File: src/rtl/keypad_scanner.sv
// keypad_scanner: row-scanned 4x4 matrix keypad front end.
// Drives one row low per slot, reads the active-low columns back through a
// two-flop synchronizer, debounces the full 16-key frame, decodes single
// key presses into a hex code and shifts accepted codes into a 16-bit
// number register for the display driver.
module keypad_scanner #(
    parameter int unsigned SCAN_DIV = 1000,
    parameter int unsigned DEBOUNCE = 4
) (
    input  logic        clk,
    input  logic        rst,
    input  logic        clear,
    input  logic [3:0]  col_sense,
    output logic [3:0]  row_drive,
    output logic [3:0]  key_code,
    output logic        key_valid,
    output logic        key_down,
    output logic [15:0] number
);

    localparam int unsigned CW = (SCAN_DIV > 1) ? $clog2(SCAN_DIV) : 1;
    localparam logic [CW-1:0] SLOT_LAST = CW'(SCAN_DIV - 1);
    localparam int unsigned MW = (DEBOUNCE > 1) ? $clog2(DEBOUNCE) : 1;
    localparam logic [MW-1:0] MATCH_MAX = MW'(DEBOUNCE - 1);

    typedef enum logic [1:0] {
        IDLE,
        PRESSED,
        BLOCKED
    } state_t;

    state_t          state;
    state_t          state_next;

    logic [3:0]      col_meta;
    logic [3:0]      col_sync;

    logic [CW-1:0]   slot_cnt;
    logic [1:0]      row_idx;
    logic [1:0]      row_next;
    logic            slot_last;
    logic            frame_end;

    logic [11:0]     snap_lo;
    logic [15:0]     frame_full;
    logic [15:0]     prev_snap;
    logic [15:0]     stable;
    logic [MW-1:0]   match_cnt;
    logic [MW-1:0]   match_next;

    logic [4:0]      hot_count;
    logic [3:0]      hot_index;
    logic            single_key;

    logic [3:0]      key_code_q;
    logic [15:0]     number_next;

    assign slot_last  = (slot_cnt == SLOT_LAST);
    assign frame_end  = slot_last && (row_idx == 2'd3);
    assign row_next   = row_idx + 2'd1;
    // Row 3 is the slot being sampled at frame end, so it is taken live
    // from the synchronizer rather than from the stored rows.
    assign frame_full = {~col_sync, snap_lo};

    // Two-flop synchronizer for the asynchronous column lines.
    always_ff @(posedge clk or negedge rst) begin
        if (!rst) begin
            col_meta <= '1;
            col_sync <= '1;
        end else begin
            col_meta <= col_sense;
            col_sync <= col_meta;
        end
    end

    // Slot timing and row strobe generation.
    always_ff @(posedge clk or negedge rst) begin
        if (!rst) begin
            slot_cnt  <= '0;
            row_idx   <= 2'd0;
            row_drive <= 4'b1110;
        end else if (slot_last) begin
            slot_cnt  <= '0;
            row_idx   <= row_next;
            row_drive <= ~(4'b0001 << row_next);
        end else begin
            slot_cnt  <= slot_cnt + 1'b1;
        end
    end

    // Capture rows 0..2 of the current frame at the end of their slots.
    always_ff @(posedge clk or negedge rst) begin
        if (!rst) begin
            snap_lo <= '0;
        end else if (slot_last) begin
            case (row_idx)
                2'd0:    snap_lo[3:0]  <= ~col_sync;
                2'd1:    snap_lo[7:4]  <= ~col_sync;
                2'd2:    snap_lo[11:8] <= ~col_sync;
                default: snap_lo       <= snap_lo;
            endcase
        end
    end

    // Count consecutive identical frames, saturating at the debounce limit.
    always_comb begin
        match_next = '0;
        if (frame_full == prev_snap) begin
            match_next = (match_cnt == MATCH_MAX) ? match_cnt : match_cnt + 1'b1;
        end
    end

    // Frame-end debounce: remember the frame, promote it once it has held.
    always_ff @(posedge clk or negedge rst) begin
        if (!rst) begin
            prev_snap <= '0;
            match_cnt <= '0;
            stable    <= '0;
        end else if (frame_end) begin
            prev_snap <= frame_full;
            match_cnt <= match_next;
            if (match_next == MATCH_MAX) begin
                stable <= frame_full;
            end
        end
    end

    // Population count and position of the pressed keys in the stable frame.
    always_comb begin
        hot_count = '0;
        hot_index = '0;
        for (int unsigned i = 0; i < 16; i++) begin
            if (stable[i]) begin
                hot_count = hot_count + 5'd1;
                hot_index = 4'(i);
            end
        end
        single_key = (hot_count == 5'd1);
    end

    // Press FSM: report a lone key leaving the released state, then wait
    // for full release before another key can be reported.
    always_comb begin
        state_next = state;
        key_valid  = 1'b0;
        key_code   = key_code_q;
        case (state)
            IDLE: begin
                if (single_key) begin
                    key_valid  = 1'b1;
                    key_code   = hot_index;
                    state_next = PRESSED;
                end else if (stable != '0) begin
                    state_next = BLOCKED;
                end
            end
            PRESSED, BLOCKED: begin
                if (stable == '0) begin
                    state_next = IDLE;
                end
            end
            default: begin
                state_next = IDLE;
            end
        endcase
    end

    // Clear takes effect before a same-cycle shift-in.
    always_comb begin
        number_next = clear ? '0 : number;
        if (key_valid) begin
            number_next = {number_next[11:0], hot_index};
        end
    end

    // FSM state, held code, number register and key_down flag.
    always_ff @(posedge clk or negedge rst) begin
        if (!rst) begin
            state      <= IDLE;
            key_code_q <= '0;
            number     <= '0;
            key_down   <= 1'b0;
        end else begin
            state      <= state_next;
            key_code_q <= key_code;
            number     <= number_next;
            key_down   <= (stable != '0);
        end
    end

endmodule

File: config.mk
export PLATFORM = sky130hd
export DESIGN_NAME = keypad_scanner
export DESIGN_NICKNAME = d
export VERILOG_FILES = /design/src/rtl/keypad_scanner.sv
export SDC_FILE = /design/constraint.sdc
export NUM_CORES = 1
export LEC_CHECK = 0
export BUFFER_PORTS_ARGS = -buffer_cell sky130_fd_sc_hd__buf_2
export CAP_MARGIN = 15
export CORE_ASPECT_RATIO = 1.25
export CORE_MARGIN = 8
export CORE_UTILIZATION = 40
export CTS_CLUSTER_DIAMETER = 120
export CTS_CLUSTER_SIZE = 20
export DETAILED_ROUTE_END_ITERATION = 12
export PLACE_DENSITY = 0.68
export SYNTH_ARGS = -nofsm -noshare
export SYNTH_HDL_FRONTEND = slang
export SYNTH_SLANG_ARGS = --single-unit
File: constraint.sdc
create_clock -name clk -period 12 [get_ports clk]
set_clock_uncertainty 0.05 [all_clocks]
set_input_delay 1.8 -clock clk [delete_from_list [all_inputs] [get_ports clk]]
set_output_delay 1.8 -clock clk [all_outputs]
set_load 0.01 [all_outputs]
==> results.md, run 1 <==
* Number of instances on the worst hold path at 0
* Fraction of registers with async set/reset at 100%
* Die area at 18000 um2
* Worst-path maximum fanout at 6
* Overall routing resource usage at 13.3%
* Maximum VDD drop at 0.0821 mV
* Average cell area after synthesis at 9.69 um2
* Critical-path top delay cell: sky130_fd_sc_hd__dfrtp_1
* Initial Util at 40.6%
* Instance count on the critical path at 50
* Category of the critical setup timing path: reg2out
* Sequential cell area fraction in the yosys report at 42.0%
* Class of the tightest hold or removal check: reg2reg
* Initial antenna violation count at 0
* 1st-pass router iterations at 4
* Number of buffers inserted during clock tree synthesis at 9
* Required time worst endpoint at 10.15 ns
* Net count of the mapped netlist at 605
* Drt initial violations at 175
* Worst Setup End Kind: output pin
* Launching element type of the critical path: flip-flop
* Most used standard cell by instance count after synthesis: sky130_fd_sc_hd__nand2_1
* Area growth syn-to-layout at 13.6%
* Ranking of synthesized cells by instance count: sky130_fd_sc_hd__nand2_1 (96), sky130_fd_sc_hd__dfrtp_1 (82), sky130_fd_sc_hd__o21ai_0 (38)
* Global-route wire length before repair at 19.7 mm
* Sum of net half-perimeters after detailed placement at 8.51 mm
* Ratio of routed vias to standard cells at 5.23
* Result of the run: completed
* Area of the placeable core at 13800 um2
* Capturing element of the worst setup path: key_code[1]
* Final total negative setup slack at 0 ns
* Insertion delay of the later-clocked pin in the worst-skew pair at 0.34 ns
* Hold-fix buffer count after cts at 0
* Reg2reg setup slack at 2.37 ns
* Final setup violation count at 0
* Origin of the critical flop-to-flop path: stable[1]
* Distinct cells, synth at 64
* Max Root-Sink Buffers at 2
* Max-slew violation count at 0
* Layout Nets at 634
* Final global-route overflow total at 0
* Routed WL per cell at 14.6 um
* Share of Yosys cell area claimed by the top area cell type at 36.8%
* Static Leak at 3.03 nW
* Fraction of final layout cells sized beyond drive strength 1 at 19.5%
* Number of top-level design ports at 33
* Number of buffers inserted by port buffering at 32
* Actual transition at the worst max-transition pin at 1.03 ns
* Number of instances in the synthesized netlist at 576
* Netlist area before placement at 5580 um2
* Total DRC errors in the routed layout at 0
* Chip Width at 122 um
* Biggest area consumer among synthesized cells: sky130_fd_sc_hd__dfrtp_1
* Synth Register Bits at 93
* Post-route antenna net violation count at 0
* Ys Warns at 0
* Number of global-route vias before repair at 4137
* Most numerous cell on the critical path: sky130_fd_sc_hd__ha_1
* Overall die height at 148 um
* Number of buffers and inverters on the critical path at 5
* Cell type group with the largest total delay on the critical path: adder cells
* Worst reg2reg path endpoint: number[5]
* Power density normalized to cell area at 92.7 nW/um2
* Min Hold Slack at 0.305 ns
* Max Fclk at 0.0868 GHz
* Number of vias in the routed layout at 4103
* Number of core rows at 48
* Worst reg2reg path depth at 51
* Hold violation count in the final report at 0
* Root buffer cell: sky130_fd_sc_hd__clkbuf_16
* Count of flip-flops with a built-in enable after synthesis at 0
* Gpl congestion at 0.858
* Largest net degree at the start of global routing at 84
* Count of antenna diodes in the layout at 0
* Most used flip-flop cell after synthesis: sky130_fd_sc_hd__dfrtp_1
* Worst relative slew slack at 31.5%
* Maximum capacitance violations at 0
* Worst Path Arrival at 9.67 ns
* Clock tree from TritonCTS: done
* Start point of the critical path: stable[1]
* Sinks on the clock net at 93
* H-tree levels at 3
* Clock input transition at the sequential cells of the worst setup and hold paths at 0.07 ns
* Final worst path period share at 96.0%
* Crit-path max cell delay at 0.40 ns
* Final worst path period need at 11.52 ns
* Final Routed Wirelength at 11.4 mm
* Leading cell types by total area after synthesis: sky130_fd_sc_hd__dfrtp_1 (37%), sky130_fd_sc_hd__nand2_1 (6.5%), sky130_fd_sc_hd__dfstp_2 (5.2%)
==> state kept, by name, summed over array words and instances, names as in the netlist, 4 cells and up <==
register,flops
number,16
prev_snap,16
stable,16
snap_lo,12
slot_cnt,10
col_meta,4
col_sync,4
key_code_q,4
row_drive,4
==> logic make-up (layout without fill, tap and decap cells) <==
| kind of cell | count (synthesis) | in the layout | synth area share (%) |
|---|---|---|---|
| simple gates | 215 | 215 | 18.7 |
| flops | 93 | 93 | 42.0 |
| compound gates | 91 | 91 | 10.3 |
| xor+xnor | 61 | 61 | 11.9 |
| buf+inv | 50 | 84 | 3.65 |
| mux | 44 | 44 | 8.52 |
| fa+ha+maj | 22 | 22 | 4.93 |
==> layout make-up <==
cell class | instances | area [um2]
tap | 175 | 219
multi-input combinational | 433 | 3170
inverter | 25 | 93.8
sequential | 93 | 2340
clock buffer | 10 | 229
timing repair buffer | 43 | 245
fill | 1231 | 7410
clock inverter | 6 | 45.0
==> cells in the final DEF (no fill, tap or decap), types with 8 or more instances in the layout <==
cell and n:
sky130_fd_sc_hd__nand2_1 93, sky130_fd_sc_hd__dfrtp_1 81, sky130_fd_sc_hd__o21ai_0 36, sky130_fd_sc_hd__buf_2 31, sky130_fd_sc_hd__xnor2_1 28, sky130_fd_sc_hd__nor2_1 26
sky130_fd_sc_hd__mux2i_1 25, sky130_fd_sc_hd__xor2_1 24, sky130_fd_sc_hd__inv_1 22, sky130_fd_sc_hd__nand2b_1 19, sky130_fd_sc_hd__mux2_2 17, sky130_fd_sc_hd__ha_1 17
sky130_fd_sc_hd__nand3_1 14, sky130_fd_sc_hd__a21oi_1 13, sky130_fd_sc_hd__and3_1 13, sky130_fd_sc_hd__buf_4 12, sky130_fd_sc_hd__dfstp_2 11, sky130_fd_sc_hd__nor4_1 9
sky130_fd_sc_hd__clkbuf_16 9, sky130_fd_sc_hd__and2_1 8
==> routing by layer <==
| metal | global-route usage (%) | up-vias | part of all wire [%] |
|---|---|---|---|
| li1 | - | 2037 | - |
| met1 | 15.9 | 2000 | 44 |
| met2 | 22.9 | 45 | 52 |
| met3 | 2.28 | 21 | 1.7 |
| met4 | 5.57 | 0 | 2.4 |
| met5 | 0 | - | 0 |
==> how the worst min path moves through the flow <==
stage	endpoint	startpoint	slack, ns
after global placement	col_sync[2]	col_meta[2]	0.30
after global routing	col_sync[0]	col_meta[0]	0.31
after CTS	col_sync[0]	col_meta[0]	0.31
after detailed placement	col_sync[0]	col_meta[0]	0.30
after floorplan	col_sync[0]	col_meta[0]	0.30
final	col_sync[3]	col_meta[3]	0.31
==> repair_timing <==
action                                  CTS  global route
gates resized for setup                   7            18
setup buffers                             3             3
pin swaps                                 2             6
endpoints found under the setup margin    5             5
==> worst reg2reg max path: cells and delay by family, from the launching register on <==
kind | cells | cell delay (ns)
simple gates | 13 | 1.22
fa+ha+maj | 14 | 3.71
buf+inv | 6 | 0.69
compound gates | 10 | 1.43
xor+xnor | 1 | 0.15
mux | 7 | 1.93
flops | 1 | 0.40
==> power breakdown <==
group	leakage (nW)	switching, W	total [W]	internal (W)
Sequential	1.25	0.00000168	0.000318	0.000316
Combinational	1.66	0.00000682	0.00000912	0.00000231
Clock	0.126	0.000120	0.000261	0.000141
==> per-stage QoR <==
step | power, W | worst slack, ns | util (%) | area [um2] | std cells
after global routing | 0.000613 | -0.0389 | 46.1 | 6340 | 785
after CTS | 0.000597 | 0.0109 | 45.2 | 6210 | 782
after floorplan | 0.000325 | 0.673 | - | 5580 | 576
final | 0.000588 | 0.478 | 46.1 | 6340 | 785
after global placement | 0.000333 | 0.517 | 42.8 | 5890 | 763
after detailed placement | 0.000333 | -0.0415 | 42.8 | 5890 | 763
Note: power is estimated with default switching activity, not from simulation.
==> inputs of run 2 (changes only) <==
Settings changed: GPL_TIMING_DRIVEN set to 0, HOLD_SLACK_MARGIN set to 0.12.
Clock period 12 ns to 12.5 ns, I/O delays scaled along.
==> results.md, run 2 (synthesis gave the netlist of run 1 again) <==
* Result of the run: completed
* Worst relative slew slack at 48.7%
* Final Routed Wirelength at 12.2 mm
* Overall routing resource usage at 13.6%
* Gpl congestion at 0.796
* Sinks on the clock net at 93
* Die area at 18000 um2
* Initial Util at 40.6%
* Total DRC errors in the routed layout at 0
* Number of buffers inserted during clock tree synthesis at 9
* Post-route antenna net violation count at 0
* Hold-fix buffer count after cts at 0
* Insertion delay of the later-clocked pin in the worst-skew pair at 0.34 ns
* Actual transition at the worst max-transition pin at 0.765 ns
* Crit-path max cell delay at 0.40 ns
* Area of the placeable core at 13800 um2
* Drt initial violations at 128
* H-tree levels at 3
* Launching element type of the critical path: flip-flop
* Class of the tightest hold or removal check: reg2reg
* Final worst path period need at 12.11 ns
* Ratio of routed vias to standard cells at 5.21
* Most numerous cell on the critical path: sky130_fd_sc_hd__ha_1
* Worst-path maximum fanout at 5
* Number of top-level design ports at 33
* Max Fclk at 0.0826 GHz
* Number of global-route vias before repair at 4376
* 1st-pass router iterations at 4
* Power density normalized to cell area at 88.5 nW/um2
* Final std cell area, no fill at 6570 um2
* Hold violation count in the final report at 0
* Maximum VDD drop at 0.0970 mV
* Required time worst endpoint at 10.57 ns
* Final global-route overflow total at 0
* Largest registers: number x16, prev_snap x16, stable x16
* Root buffer cell: sky130_fd_sc_hd__clkbuf_16
* Overall die height at 148 um
* Worst Path Arrival at 10.18 ns
* Initial antenna violation count at 0
* Sum of net half-perimeters after detailed placement at 9.07 mm
* Number of core rows at 48
* Routed WL per cell at 14.9 um
* Category of the critical setup timing path: reg2out
* Worst Setup End Kind: output pin
* Post-detailed-placement cell area at 5990 um2
* Count of antenna diodes in the layout at 0
* Maximum capacitance violations at 0
* Min Hold Slack at 0.307 ns
* Commonest non-fill, non-tap cell in the layout: sky130_fd_sc_hd__nand2_1
* Clock input transition at the sequential cells of the worst setup and hold paths at 0.07 ns
* Fraction of final layout cells sized beyond drive strength 1 at 19.5%
* Largest net degree at the start of global routing at 61
* Clock tree from TritonCTS: done
* Number of buffers inserted by port buffering at 32
* Chip Width at 122 um
* Highest-count cells in the layout ignoring fill and taps: sky130_fd_sc_hd__nand2_1 (95), sky130_fd_sc_hd__dfrtp_1 (82), sky130_fd_sc_hd__o21ai_0 (37)
* Max-slew violation count at 0
* Final setup violation count at 0
* Static Leak at 3.15 nW
* Layout Nets at 665
* Number of vias in the routed layout at 4254
* Critical-path top delay cell: sky130_fd_sc_hd__dfrtp_1
* Final worst path period share at 96.9%
* Global-route wire length before repair at 20.3 mm
* Max Root-Sink Buffers at 2
* Area growth syn-to-layout at 17.8%
==> run 2: power breakdown <==
part,total [W],internal [W],switching [W]
Combinational,0.00000982,0.00000297,0.00000684
Sequential,0.000305,0.000303,0.00000187
Clock,0.000267,0.000144,0.000123
==> run 2: through the flow <==
| step | setup TNS (ns) | util, % | cells | setup slack, ns | total power [W] |
|---|---|---|---|---|---|
| 6_report | 0 | 47.8 | 816 | 0.391 | 0.000582 |
| 5_1_grt | -0.400 | 47.8 | 816 | -0.128 | 0.000601 |
| 4_1_cts | 0 | 46.1 | 802 | 0.0117 | 0.000590 |
| 3_5_place_dp | -0.0139 | 43.5 | 784 | -0.00779 | 0.000321 |
| 3_3_place_gp | 0 | 43.3 | 783 | 0.263 | 0.000320 |
| 2_1_floorplan | 0 | - | 576 | 1.10 | 0.000312 |
==> run 2: path summary, 6_finish.rpt <==
| check | start | endpoint | slack (ns) | cells after the start |
|---|---|---|---|---|
| min in group asynchronous | rst | slot_cnt[5] | 1.42 | 1 |
| max in group asynchronous | rst | row_drive[1] | 10.31 | 2 |
| max reg2reg | stable[0] | number[6] | 2.49 | 52 |
| max | stable[0] | key_code[3] | 0.39 | 52 |
| min reg2reg | col_meta[2] | col_sync[2] | 0.31 | 0 |
| min | col_meta[2] | col_sync[2] | 0.31 | 0 |
==> run 2: layout make-up <==
class | count | area [um2]
Multi-Input combinational cell | 433 | 3180
Clock inverter | 6 | 55.1
Tap cell | 175 | 219
Buffer | 25 | 118
Timing Repair Buffer | 49 | 332
Sequential cell | 93 | 2340
Inverter | 25 | 93.8
Fill cell | 1237 | 7180
Clock buffer | 10 | 239
==> run 2: repair_timing <==
action / CTS / global route
buffers inserted: 2 / 13
cloned: 0 / 1
pin swaps: 2 / 5
endpoints found under the setup margin: 5 / 5
resized for setup: 7 / 19
==> run 2: worst max-delay path, delay by kind of cell, from the launching register on <==
| family | cells | cell delay (ns) |
|---|---|---|
| flops | 1 | 0.40 |
| fa+ha+maj | 14 | 3.88 |
| compound gates | 10 | 1.56 |
| buf+inv | 7 | 0.73 |
| simple gates | 13 | 1.25 |
| mux | 7 | 1.83 |
| xor+xnor | 1 | 0.19 |
==> run 2: layer usage <==
layer	track usage [%]	routed length [um]	share of wire [%]	up-vias
li1	-	-	-	2104
met1	14.7	4920	40	2079
met2	26.2	6790	56	55
met3	1.86	234	1.9	16
met4	4.95	212	1.7	0
met5	0	0	0	-
